===== config.mk =====
export PLATFORM = sky130hd
export DESIGN_NAME = bit_serial_adder
export DESIGN_NICKNAME = d
export VERILOG_FILES = /design/src/rtl/bit_serial_adder_pkg.sv /design/src/rtl/bit_serial_adder_full_adder.sv /design/src/rtl/bit_serial_adder.sv
export SDC_FILE = /design/constraint.sdc
export NUM_CORES = 1
export LEC_CHECK = 0
export CAP_MARGIN = 20
export CORE_ASPECT_RATIO = 1.75
export CORE_MARGIN = 5
export CORE_UTILIZATION = 52
export DETAILED_ROUTE_END_ITERATION = 8
export PLACE_DENSITY = 0.83
export SLEW_MARGIN = 20
export SYNTH_ARGS = -nofsm -noshare
export SYNTH_HDL_FRONTEND = slang
export SYNTH_SLANG_ARGS = --single-unit

===== constraint.sdc =====
create_clock -name clk -period 2.2 [get_ports clk]
set_clock_uncertainty 0.1 [all_clocks]
set_input_delay 0.55 -clock clk [delete_from_list [all_inputs] [get_ports clk]]
set_output_delay 0.55 -clock clk [all_outputs]
set_load 0.005 [all_outputs]

===== src/rtl/bit_serial_adder_pkg.sv =====
// Shared definitions for the bit-serial adder slice.
//   DEFAULT_WIDTH : default operand/result width
//   state_e       : controller states (IDLE / RUN / DONE)
package bit_serial_adder_pkg;

   localparam int unsigned DEFAULT_WIDTH = 8;

   typedef enum logic [1:0] {
      ST_IDLE = 2'd0,
      ST_RUN  = 2'd1,
      ST_DONE = 2'd2
   } state_e;

endpackage


===== src/rtl/bit_serial_adder_full_adder.sv =====
// Combinational 1-bit full adder cell.
//   a, b : operand bits
//   ci   : carry in
//   s    : sum bit
//   co   : carry out
module full_adder (
   input  logic a,
   input  logic b,
   input  logic ci,
   output logic s,
   output logic co
);

   always_comb begin
      s  = a ^ b ^ ci;
      co = (a & b) | (a & ci) | (b & ci);
   end

endmodule


===== src/rtl/bit_serial_adder.sv =====
// Multi-cycle WIDTH-bit adder: one bit per clock, LSB first, using a single
// full_adder cell and a registered carry.
//   clk   : system clock, rising edge
//   rst_n : asynchronous active-low reset
//   start : request pulse, accepted in IDLE or DONE
//   a, b  : operands, sampled on the accepting edge
//   cin   : carry in, sampled on the accepting edge
//   busy  : high while an addition is in progress (WIDTH cycles)
//   done  : one-cycle pulse when sum/cout are updated
//   sum   : registered result (mod 2^WIDTH)
//   cout  : registered final carry out
module bit_serial_adder
   import bit_serial_adder_pkg::*;
#(
   parameter int unsigned WIDTH = DEFAULT_WIDTH
) (
   input  logic             clk,
   input  logic             rst_n,
   input  logic             start,
   input  logic [WIDTH-1:0] a,
   input  logic [WIDTH-1:0] b,
   input  logic             cin,
   output logic             busy,
   output logic             done,
   output logic [WIDTH-1:0] sum,
   output logic             cout
);

   localparam int unsigned       CNT_W    = $clog2(WIDTH);
   localparam logic [CNT_W-1:0]  CNT_LAST = CNT_W'(WIDTH - 1);

   state_e             state_q, state_d;
   logic [WIDTH-1:0]   sa_q, sa_d;
   logic [WIDTH-1:0]   sb_q, sb_d;
   logic [WIDTH-1:0]   ss_q, ss_d;
   logic               c_q, c_d;
   logic [CNT_W-1:0]   cnt_q, cnt_d;
   logic [WIDTH-1:0]   sum_q, sum_d;
   logic               cout_q, cout_d;
   logic               busy_q, busy_d;
   logic               done_q, done_d;

   logic               fa_s;
   logic               fa_co;

   full_adder u_fa (
      .a  (sa_q[0]),
      .b  (sb_q[0]),
      .ci (c_q),
      .s  (fa_s),
      .co (fa_co)
   );

   always_comb begin
      state_d = state_q;
      sa_d    = sa_q;
      sb_d    = sb_q;
      ss_d    = ss_q;
      c_d     = c_q;
      cnt_d   = cnt_q;
      sum_d   = sum_q;
      cout_d  = cout_q;

      case (state_q)
         ST_IDLE, ST_DONE: begin
            if (start) begin
               sa_d    = a;
               sb_d    = b;
               c_d     = cin;
               cnt_d   = '0;
               state_d = ST_RUN;
            end else begin
               state_d = ST_IDLE;
            end
         end
         ST_RUN: begin
            // Sum bits enter at the MSB so after WIDTH shifts bit 0 sits at the LSB.
            ss_d  = {fa_s, ss_q[WIDTH-1:1]};
            sa_d  = sa_q >> 1;
            sb_d  = sb_q >> 1;
            c_d   = fa_co;
            cnt_d = cnt_q + 1'b1;
            if (cnt_q == CNT_LAST) begin
               sum_d   = {fa_s, ss_q[WIDTH-1:1]};
               cout_d  = fa_co;
               state_d = ST_DONE;
            end
         end
         default: state_d = ST_IDLE;
      endcase

      // Status flags are registered copies of the next state.
      busy_d = (state_d == ST_RUN);
      done_d = (state_d == ST_DONE);
   end

   always_ff @(posedge clk or negedge rst_n) begin
      if (!rst_n) begin
         state_q <= ST_IDLE;
         sa_q    <= '0;
         sb_q    <= '0;
         ss_q    <= '0;
         c_q     <= 1'b0;
         cnt_q   <= '0;
         sum_q   <= '0;
         cout_q  <= 1'b0;
         busy_q  <= 1'b0;
         done_q  <= 1'b0;
      end else begin
         state_q <= state_d;
         sa_q    <= sa_d;
         sb_q    <= sb_d;
         ss_q    <= ss_d;
         c_q     <= c_d;
         cnt_q   <= cnt_d;
         sum_q   <= sum_d;
         cout_q  <= cout_d;
         busy_q  <= busy_d;
         done_q  <= done_d;
      end
   end

   assign busy = busy_q;
   assign done = done_q;
   assign sum  = sum_q;
   assign cout = cout_q;

endmodule


==> run summary, run 1 <==
Final Slew Violations - 0
Synth Net Count - 174
CTS clock-pin slew for the worst setup and hold paths - 70 ps
H-tree depth - 2
Worst Slack Setup Final - 408.6 ps
Root Driver - clkbuf_8
Layout area overhead - 21.66%
First-pass GRT wire length - 5.885 mm
CTS sink count - 40
Peak VDD IR - 0.9094 mV
Initial antenna violation count - 0
Launch point of the worst reg-to-reg path - cnt_q[0]$_DFFE_PN0P_
Status - finished clean
Num CTS Buffers - 5
Die area - 4998 sq um
Setup_tns - 0 ps
Die height - 89.85 microns
CTS tree - yes
CP required - 1550 ps
Initial Util - 52.73%
WS Path Type - register to output port
CTS resizes - 0
Setup slack, reg-to-reg - 460 ps
Setup bufs post-CTS - 0
Worst-Margin Slew - 490.4 ps
Startpoint types - register
Cell accounting for the most synthesized area - dfrtp_1
Synthesis warning total - 0
Buffers on Ports - 30
Register bit count reported by yosys - 40
Deepest clock path buffer count - 2
Distinct cells, synth - 22
Via density - 5.524
Critical path capture point type - output port
Post-synth top area share - 52.84%
Filler instances - 269
Share of cells above drive strength 1 - 16.94%
Critical path, cell by cell - clkdlybuf4s50_1
Sequential cell area - 1001 sq um
Multi-input logic area - 817.0 sq um
Core ar. - 3592 sq um
Period utilization - 81.43%
Leak - 0.9647 nW
Worst R2R Path Depth - 6
Seq/Total Area, Yosys - 52.84%
Final-stage net count - 206
Delay-heaviest family, CP - buffers and inverters
Relative slew slack - 67.30%
Drt pass-1 iters - 3
Pwr dens - 1303 nW/um^2
# setup viols final - 0
Drt wl/cell - 15.11 microns
Pre-CTS WS - 237.6 ps
DR vias - 1265
ANT nets after route - 0
DP Wirelength - 2.536 mm
Syn avg cell area - 12.55 sq um
CP Buf/Inv Count - 1
Clock Latency Late Sink - 280 ps
Final GP Congestion - 0.7341
Fmax - 0.5582 GHz
Fin. Hold Viols - 0
IO Count - 31
Mapped Cells - 151
Post-Syn Area - 1894 sq um
FF-to-FF End - sum[0]$_DFFE_PN0P_
GRT overflow - 0
DIE WIDTH - 55.63 microns
# rows - 29
CP arrival - 1140 ps
Crit-path max FO - 2
Iteration-0 DRC Markers - 11
Final wirelength - 3.460 mm
Vias in the first global route - 1356
Hold Path Class - primary input to async pin
Antenna cells - 0
Min cycle time layout - 1791 ps
Pin count of the biggest net entering global routing - 41
CP max stage cell - clkdlybuf4s50_1
GR Util All Layers - 14.59%
Largest cells by area after synthesis - dfrtp_1 (53%), mux2i_1 (9.0%), mux2_4 (6.3%)
RSZ-0062 raised after global routing - no
Residual DRC count - 0
# Max-Cap Violations - 0
Cts hold-fix bufs - 0
Worst path max stage delay - 500 ps
[per-stage QoR]
| step | cells | utilization [%] | total power [mW] | instance area, sq um | hold slack (ps) |
|---|---|---|---|---|---|
| finish | 229 | 64.16 | 3.002 | 2305 | 216.4 |
| global route | 229 | 64.16 | 3.235 | 2305 | 264.5 |
| CTS | 229 | 64.16 | 3.046 | 2305 | 228.6 |
| detailed placement | 222 | 62.00 | 2.597 | 2227 | 393.8 |
| global placement | 222 | 62.00 | 2.481 | 2227 | 383.8 |
| floorplan | 151 | - | 2.153 | 1894 | 154.4 |
[sequential cells by signal (all words and copies together), names as in the netlist, 2 cells and up]
register	flops
sa_q	8
sb_q	8
sum	8
ss_q	7
cnt_q	3
state_q	2
[Yosys cell counts, drive strengths merged]
master and count:
buf 11, dfrtp 40, fa 1, or2 1, mux2i 17, nor2 1, nand3 3, mux2 18
a21oi 15, a22o 2, inv 3, ha 2, o21ai 5, nand2b 2, nor2b 15, a211oi 15
[cells in the final DEF (no fill, tap or decap)]
| cell type | Yosys | routed |
|---|---|---|
| buf_4 | 2 | 6 |
| a22o_1 | 2 | 2 |
| mux2i_1 | 17 | 17 |
| a211oi_1 | 15 | 15 |
| o21ai_0 | 5 | 5 |
| ha_1 | 2 | 2 |
| nand3_1 | 3 | 3 |
| a21oi_1 | 15 | 15 |
| nand2b_1 | 1 | 1 |
| nand2b_4 | 1 | 1 |
| clkbuf_1 | 0 | 1 |
| clkbuf_8 | 0 | 5 |
| nor2_1 | 1 | 1 |
| clkinv_2 | 0 | 1 |
| mux2_2 | 9 | 9 |
| buf_2 | 7 | 1 |
| mux2_1 | 1 | 1 |
| mux2_4 | 8 | 8 |
| nor2b_1 | 15 | 15 |
| clkdlybuf4s50_1 | 0 | 29 |
| inv_1 | 3 | 3 |
| or2_1 | 1 | 1 |
| dfrtp_1 | 40 | 40 |
| fa_1 | 1 | 1 |
[layer usage]
| metal | part of all wire [%] | global-route usage (%) |
|---|---|---|
| met5 | 0 | 0 |
| met4 | 2.5 | 5.680 |
| met3 | 4.9 | 4.011 |
| met2 | 55 | 26.58 |
| met1 | 38 | 15.49 |
[cell type report]
class                      count  share of cell area (%)
sequential                    40                   43.43
multi-input combinational     97                   35.45
timing repair buffer          36                   14.77
clock buffer                   6                   3.149
tap                           46                   2.497
inverter                       3                  0.4886
clock inverter                 1                  0.2172
[worst max path at each step]
stage / start / to / slack [ps] / depth (start not counted)
CTS: sum[7]$_DFFE_PN0P_ / sum[7] / 390 / 1
floorplan: cnt_q[0]$_DFFE_PN0P_ / cout$_DFFE_PN0P_ / 610 / 6
global route: sum[5]$_DFFE_PN0P_ / sum[5] / 350 / 1
global placement: start / sa_q[2]$_DFFE_PN0P_ / 380 / 5
detailed placement: start / sb_q[5]$_DFFE_PN0P_ / 240 / 5
finish: sum[6]$_DFFE_PN0P_ / sum[6] / 410 / 1
[logic make-up after synthesis]
logic type | Yosys count | share of synthesized area (%)
AO/OA/AOI/OAI | 37 | 12.15
multiplexers | 35 | 21.27
flip-flops | 40 | 52.84
buffers and inverters | 14 | 4.028
AND/OR/NAND/NOR | 22 | 7.331
adder cells (fa/ha/maj) | 3 | 2.378
[worst reg2reg max path: stages (launching register included)]
cell	delay (ps)
dfrtp_1	400
ha_1	210
ha_1	200
inv_1	50
or2_1	110
buf_4	210
mux2_2	350
[report_power, final]
part | internal, mW | switching (mW) | leakage, nW | total, mW
Combinational | 0.740 | 0.484 | 0.446 | 1.22
Clock | 0.215 | 0.226 | 0.0410 | 0.442
Sequential | 1.09 | 0.245 | 0.477 | 1.34
Total | 2.05 | 0.955 | 0.965 | 3.00
(Power assumes the default switching activity.)
==> inputs of run 2 (changes only) <==
--- a/config.mk
+++ b/config.mk
@@ -8,9 +8,9 @@
 export CAP_MARGIN = 20
 export CORE_ASPECT_RATIO = 1.75
 export CORE_MARGIN = 5
-export CORE_UTILIZATION = 52
+export CORE_UTILIZATION = 47
 export DETAILED_ROUTE_END_ITERATION = 8
-export PLACE_DENSITY = 0.83
+export PLACE_DENSITY = 0.79
 export SLEW_MARGIN = 20
 export SYNTH_ARGS = -nofsm -noshare
 export SYNTH_HDL_FRONTEND = slang
==> constraint.sdc (replaced) <==
create_clock -name clk -period 1.45 [get_ports clk]
set_clock_uncertainty 0.1 [all_clocks]
set_input_delay 0.3625 -clock clk [delete_from_list [all_inputs] [get_ports clk]]
set_output_delay 0.3625 -clock clk [all_outputs]
set_load 0.005 [all_outputs]
==> run summary, run 2 (synthesis results as in run 1) <==
Residual DRC count - 0
Filler instances - 329
Post-layout util - 63.40%
Root Driver - clkbuf_8
Layout area overhead - 30.65%
CTS tree - yes
Met1 GRT Util - 16.99%
Relative slew slack - 76.08%
GRT met2 Usage - 25.00%
CP arrival - 1710 ps
H-tree depth - 2
Min cycle time layout - 1633 ps
Buffers on Ports - 30
Critical path, cell by cell - ha_2 -> ha_4 -> inv_2 -> or2_4 -> buf_12 -> mux2_4
Net Sw Power - 1.542 mW
WS Path Type - register to register
Peak VDD IR - 1.129 mV
Antenna cells - 0
Pin count of the biggest net entering global routing - 41
Initial Util - 48.53%
Cell Count Post-Placement - 227
Most frequent cells in the layout - dfrtp_1 (40), mux2i_1 (17), clkdlybuf4s50_1 (17)
Drt wl/cell - 15.50 microns
Non-Filler Instances - 242
Final-stage net count - 216
Crit-path max FO - 9
Final Slew Violations - 0
Drt pass-1 iters - 4
Die area - 5450 sq um
Pre-CTS WS - -303.7 ps
M3 GR Usage - 4.264%
CTS clock-pin slew for the worst setup and hold paths - 70 ps
CTS sink count - 40
GR Util All Layers - 14.52%
Hold-critical path depth - 1
GRT overflow - 0
Critical path capture point type - register
Net Sw Frac - 32.07%
Via density - 5.331
Failing checks - negative setup slack
Deepest clock path buffer count - 2
# Max-Cap Violations - 0
Final GP Congestion - 0.7517
Final wirelength - 3.752 mm
DP Wirelength - 2.556 mm
Clock power frac - 15.9%
Fin. Hold Viols - 0
Pwr dens - 1943 nW/um^2
GRT busiest layer - met2
CP max stage cell - dfrtp_1
Vias in the first global route - 1349
Worst R2R Path Depth - 6
Int Pwr - 3.267 mW
Share of cells above drive strength 1 - 23.71%
IO Count - 31
Iteration-0 DRC Markers - 16
Hold Path Class - register to register
CP required - 1530 ps
ANT nets after route - 0
Num CTS Buffers - 5
Worst Slack Setup Final - -182.6 ps
Worst path max stage delay - 380 ps
Clock Latency Late Sink - 290 ps
Most common cell after layout, fill and taps aside - dfrtp_1
DR vias - 1290
Die height - 93.99 microns
Initial antenna violation count - 0
Status - finished with violations
Fmax - 0.6125 GHz
# rows - 30
RSZ-0062 raised after global routing - yes
Startpoint types - register
First-pass GRT wire length - 6.113 mm
Period utilization - 112.6%
Combinational share of power - 42.0%
Worst-Margin Slew - 358.7 ps
Part of the power in registers - 42.1%
Core ar. - 3904 sq um
DIE WIDTH - 57.99 microns
Leak - 1.077 nW
# setup viols final - 10
## run 2: changes by cell type in the layout (fill, tap and decap cells not counted), moves of 2 or more
cell	change
clkdlybuf4s50_1	-12
dlygate4sd2_1	+11
buf_12	+3
buf_4	+3
buf_6	+2
ha_1	-2
## run 2: critical path: cells and delay by family, from the launching register on
family	cells	cell delay [ps]
adders and majority gates	2	330
buffers and inverters	2	180
DFF	1	380
muxes	1	290
and+or+nand+nor	1	240
## run 2: per-layer routing
layer,up-vias,routed length [microns]
met5,-,0
met4,0,46
met3,4,189
met2,33,2034
met1,631,1482
li1,622,-
## run 2: what timing repair did
action / CTS / global route
setup buffers: 5 / 0
endpoints found under the hold margin: 40 / 0
resized for setup: 15 / 3
cloned: 0 / 1
hold buffers: 1 / 0
endpoints found under the setup margin: 21 / 18
pin swaps: 2 / 2
## run 2: final timing paths
check | start | endpoint | slack, ps
min | ss_q[1]$_DFFE_PN0P_ | ss_q[1]$_DFFE_PN0P_ | 400
min in group asynchronous | rst_n | sa_q[5]$_DFFE_PN0P_ | 470
max reg2reg | cnt_q[0]$_DFFE_PN0P_ | sum[3]$_DFFE_PN0P_ | -180
max in group asynchronous | rst_n | sum[5]$_DFFE_PN0P_ | 590
min reg2reg | ss_q[1]$_DFFE_PN0P_ | ss_q[1]$_DFFE_PN0P_ | 400
max | cnt_q[0]$_DFFE_PN0P_ | sum[3]$_DFFE_PN0P_ | -180
## run 2: cell type report
type                       instances  area [sq um]  area share [%]
clock buffer                       8         90.09           3.640
inverter                           3         11.26          0.4550
multi-input combinational         97         843.3           34.07
sequential                        40          1001           40.44
tap                               48         60.06           2.427
timing repair buffer              46         469.2           18.96
## run 2: power groups by stage
stage	Combinational, mW	Sequential, mW	Clock, mW
floorplan	1.33	1.96	0
global placement	1.87	2.01	0
detailed placement	1.99	2.06	0
global route	2.23	2.10	0.823
finish	2.02	2.03	0.763
CTS	2.03	2.02	0.779
## run 2: stage by stage
stage	hold WS (ps)	power, mW	instance area, sq um	TNS (ps)
after global placement	244.6	3.877	2305	-4974
after global routing	420.3	5.161	2475	-1867
after floorplan	-33.09	3.288	1909	-888.1
after CTS	409.2	4.832	2439	-1611
after detailed placement	250.4	4.051	2305	-6494
final	401.1	4.809	2475	-1562
==> inputs of run 3 (changes only) <==
--- a/config.mk
+++ b/config.mk
@@ -10,6 +10,7 @@
 export CORE_MARGIN = 5
 export CORE_UTILIZATION = 47
 export DETAILED_ROUTE_END_ITERATION = 8
+export GPL_TIMING_DRIVEN = 0
 export PLACE_DENSITY = 0.79
 export SLEW_MARGIN = 20
 export SYNTH_ARGS = -nofsm -noshare
==> run summary, run 3 (synthesis results as in run 1) <==
Status - finished with violations
Failing checks - negative setup slack
CP arrival - 1700 ps
Relative slew slack - 76.25%
# Max-Cap Violations - 0
Worst-Margin Slew - 356.2 ps
Residual DRC count - 0
Deepest clock path buffer count - 2
RSZ-0062 raised after global routing - yes
Filler instances - 324
# rows - 30
CTS sink count - 40
Final Slew Violations - 0
Hold Path Class - register to register
Root Driver - clkbuf_8
Initial Util - 48.53%
Critical path, cell by cell - ha_2 -> ha_4 -> inv_2 -> or2_4 -> buf_6 -> mux2_4
Leak - 1.067 nW
CP required - 1530 ps
Critical path capture point type - register
Min cycle time layout - 1620 ps
Fmax - 0.6172 GHz
Non-Filler Instances - 248
Final GP Congestion - 0.8324
Drt pass-1 iters - 4
CTS tree - yes
Fin. Hold Viols - 0
Setup_tns - -1564 ps
DIE WIDTH - 57.99 microns
Initial antenna violation count - 0
ANT nets after route - 0
Clock Latency Late Sink - 290 ps
Drt wl/cell - 15.64 microns
Via density - 5.472
Num CTS Buffers - 5
Crit-path max FO - 5
Worst path max stage delay - 370 ps
Core ar. - 3904 sq um
Period utilization - 111.7%
H-tree depth - 2
Peak VDD IR - 1.160 mV
# setup viols final - 11
Layout area overhead - 29.79%
Final wirelength - 3.878 mm
Antenna cells - 0
Vias in the first global route - 1402
Total power - 4.755 mW
Worst hold slack - 402.9 ps
Sequential cell area - 1001 sq um
Die area - 5450 sq um
GR Util All Layers - 15.01%
Multi-input logic area - 834.6 sq um
CTS clock-pin slew for the worst setup and hold paths - 70 ps
Most common cell after layout, fill and taps aside - dfrtp_1
DP Wirelength - 2.815 mm
Iteration-0 DRC Markers - 25
WS Path Type - register to register
Cell Count Post-Placement - 230
DR vias - 1357
Share of cells above drive strength 1 - 26.00%
Most frequent cells in the layout - dfrtp_1 (40), mux2i_1 (17), clkdlybuf4s50_1 (17)
Startpoint types - register
CP max stage cell - dfrtp_1
Buffers on Ports - 30
Pin count of the biggest net entering global routing - 28
GRT overflow - 0
Die height - 93.99 microns
First-pass GRT wire length - 6.313 mm
Pwr dens - 1934 nW/um^2
IO Count - 31
Final-stage net count - 222
Worst Slack Setup Final - -170.3 ps
-- run 3: where the power goes --
part           internal [mW]  switching (mW)
registers               1.65           0.377
clock network          0.388           0.358
logic                   1.18           0.800
total                   3.22            1.53
-- run 3: worst max-delay path, delay by kind of cell (launching register included) --
kind,cells,cell delay (ps)
adder cells (fa/ha/maj),2,340
flip-flops,1,370
AND/OR/NAND/NOR,1,240
buffers and inverters,2,170
multiplexers,1,290
-- run 3: worst paths after layout --
path                                           start  slack, ps                   to  depth (start not counted)
worst max-delay path            cnt_q[0]$_DFFE_PN0P_       -170   sum[6]$_DFFE_PN0P_                          6
min in group asynchronous                      rst_n        410       busy$_DFF_PN0_                          2
worst min-delay path             ss_q[1]$_DFFE_PN0P_        400  ss_q[1]$_DFFE_PN0P_                          1
max in group asynchronous                      rst_n        390       done$_DFF_PN0_                          3
worst max register to register  cnt_q[0]$_DFFE_PN0P_       -170   sum[6]$_DFFE_PN0P_                          6
worst min register to register   ss_q[1]$_DFFE_PN0P_        400  ss_q[1]$_DFFE_PN0P_                          1
-- run 3: final cells by class --
cell class,count,share of cell area [%]
Timing Repair Buffer,41,15.98
Multi-Input combinational cell,97,33.94
Clock buffer,8,3.664
Sequential cell,40,40.71
Buffer,11,2.799
Inverter,3,0.4580
Tap cell,48,2.443
-- run 3: repair_timing --
action                                  in CTS  in global routing
pin swaps                                    1                  0
endpoints found under the setup margin      38                 22
resized for setup                           17                  6
hold buffers                                 1                  0
endpoints found under the hold margin       13                  0
cloned                                       1                  0
setup buffers                                6                  3
-- run 3: metrics by stage --
step | utilization [%] | cell area, sq um | setup slack [ps]
after floorplan | - | 1909 | -111.0
after global placement | 58.14 | 2270 | -956.9
after detailed placement | 58.53 | 2285 | -531.1
after CTS | 62.28 | 2431 | -182.8
after global routing | 62.98 | 2459 | -220.4
final | 62.98 | 2459 | -170.3
-- run 3: per-layer routing --
metal  up-vias  track usage [%]  routed length (microns)
li1        635                -                        -
met1       658            16.40                     1434
met2        52            26.42                     2098
met3        12            4.127                      236
met4         0            6.576                      109
met5         -                0                        0
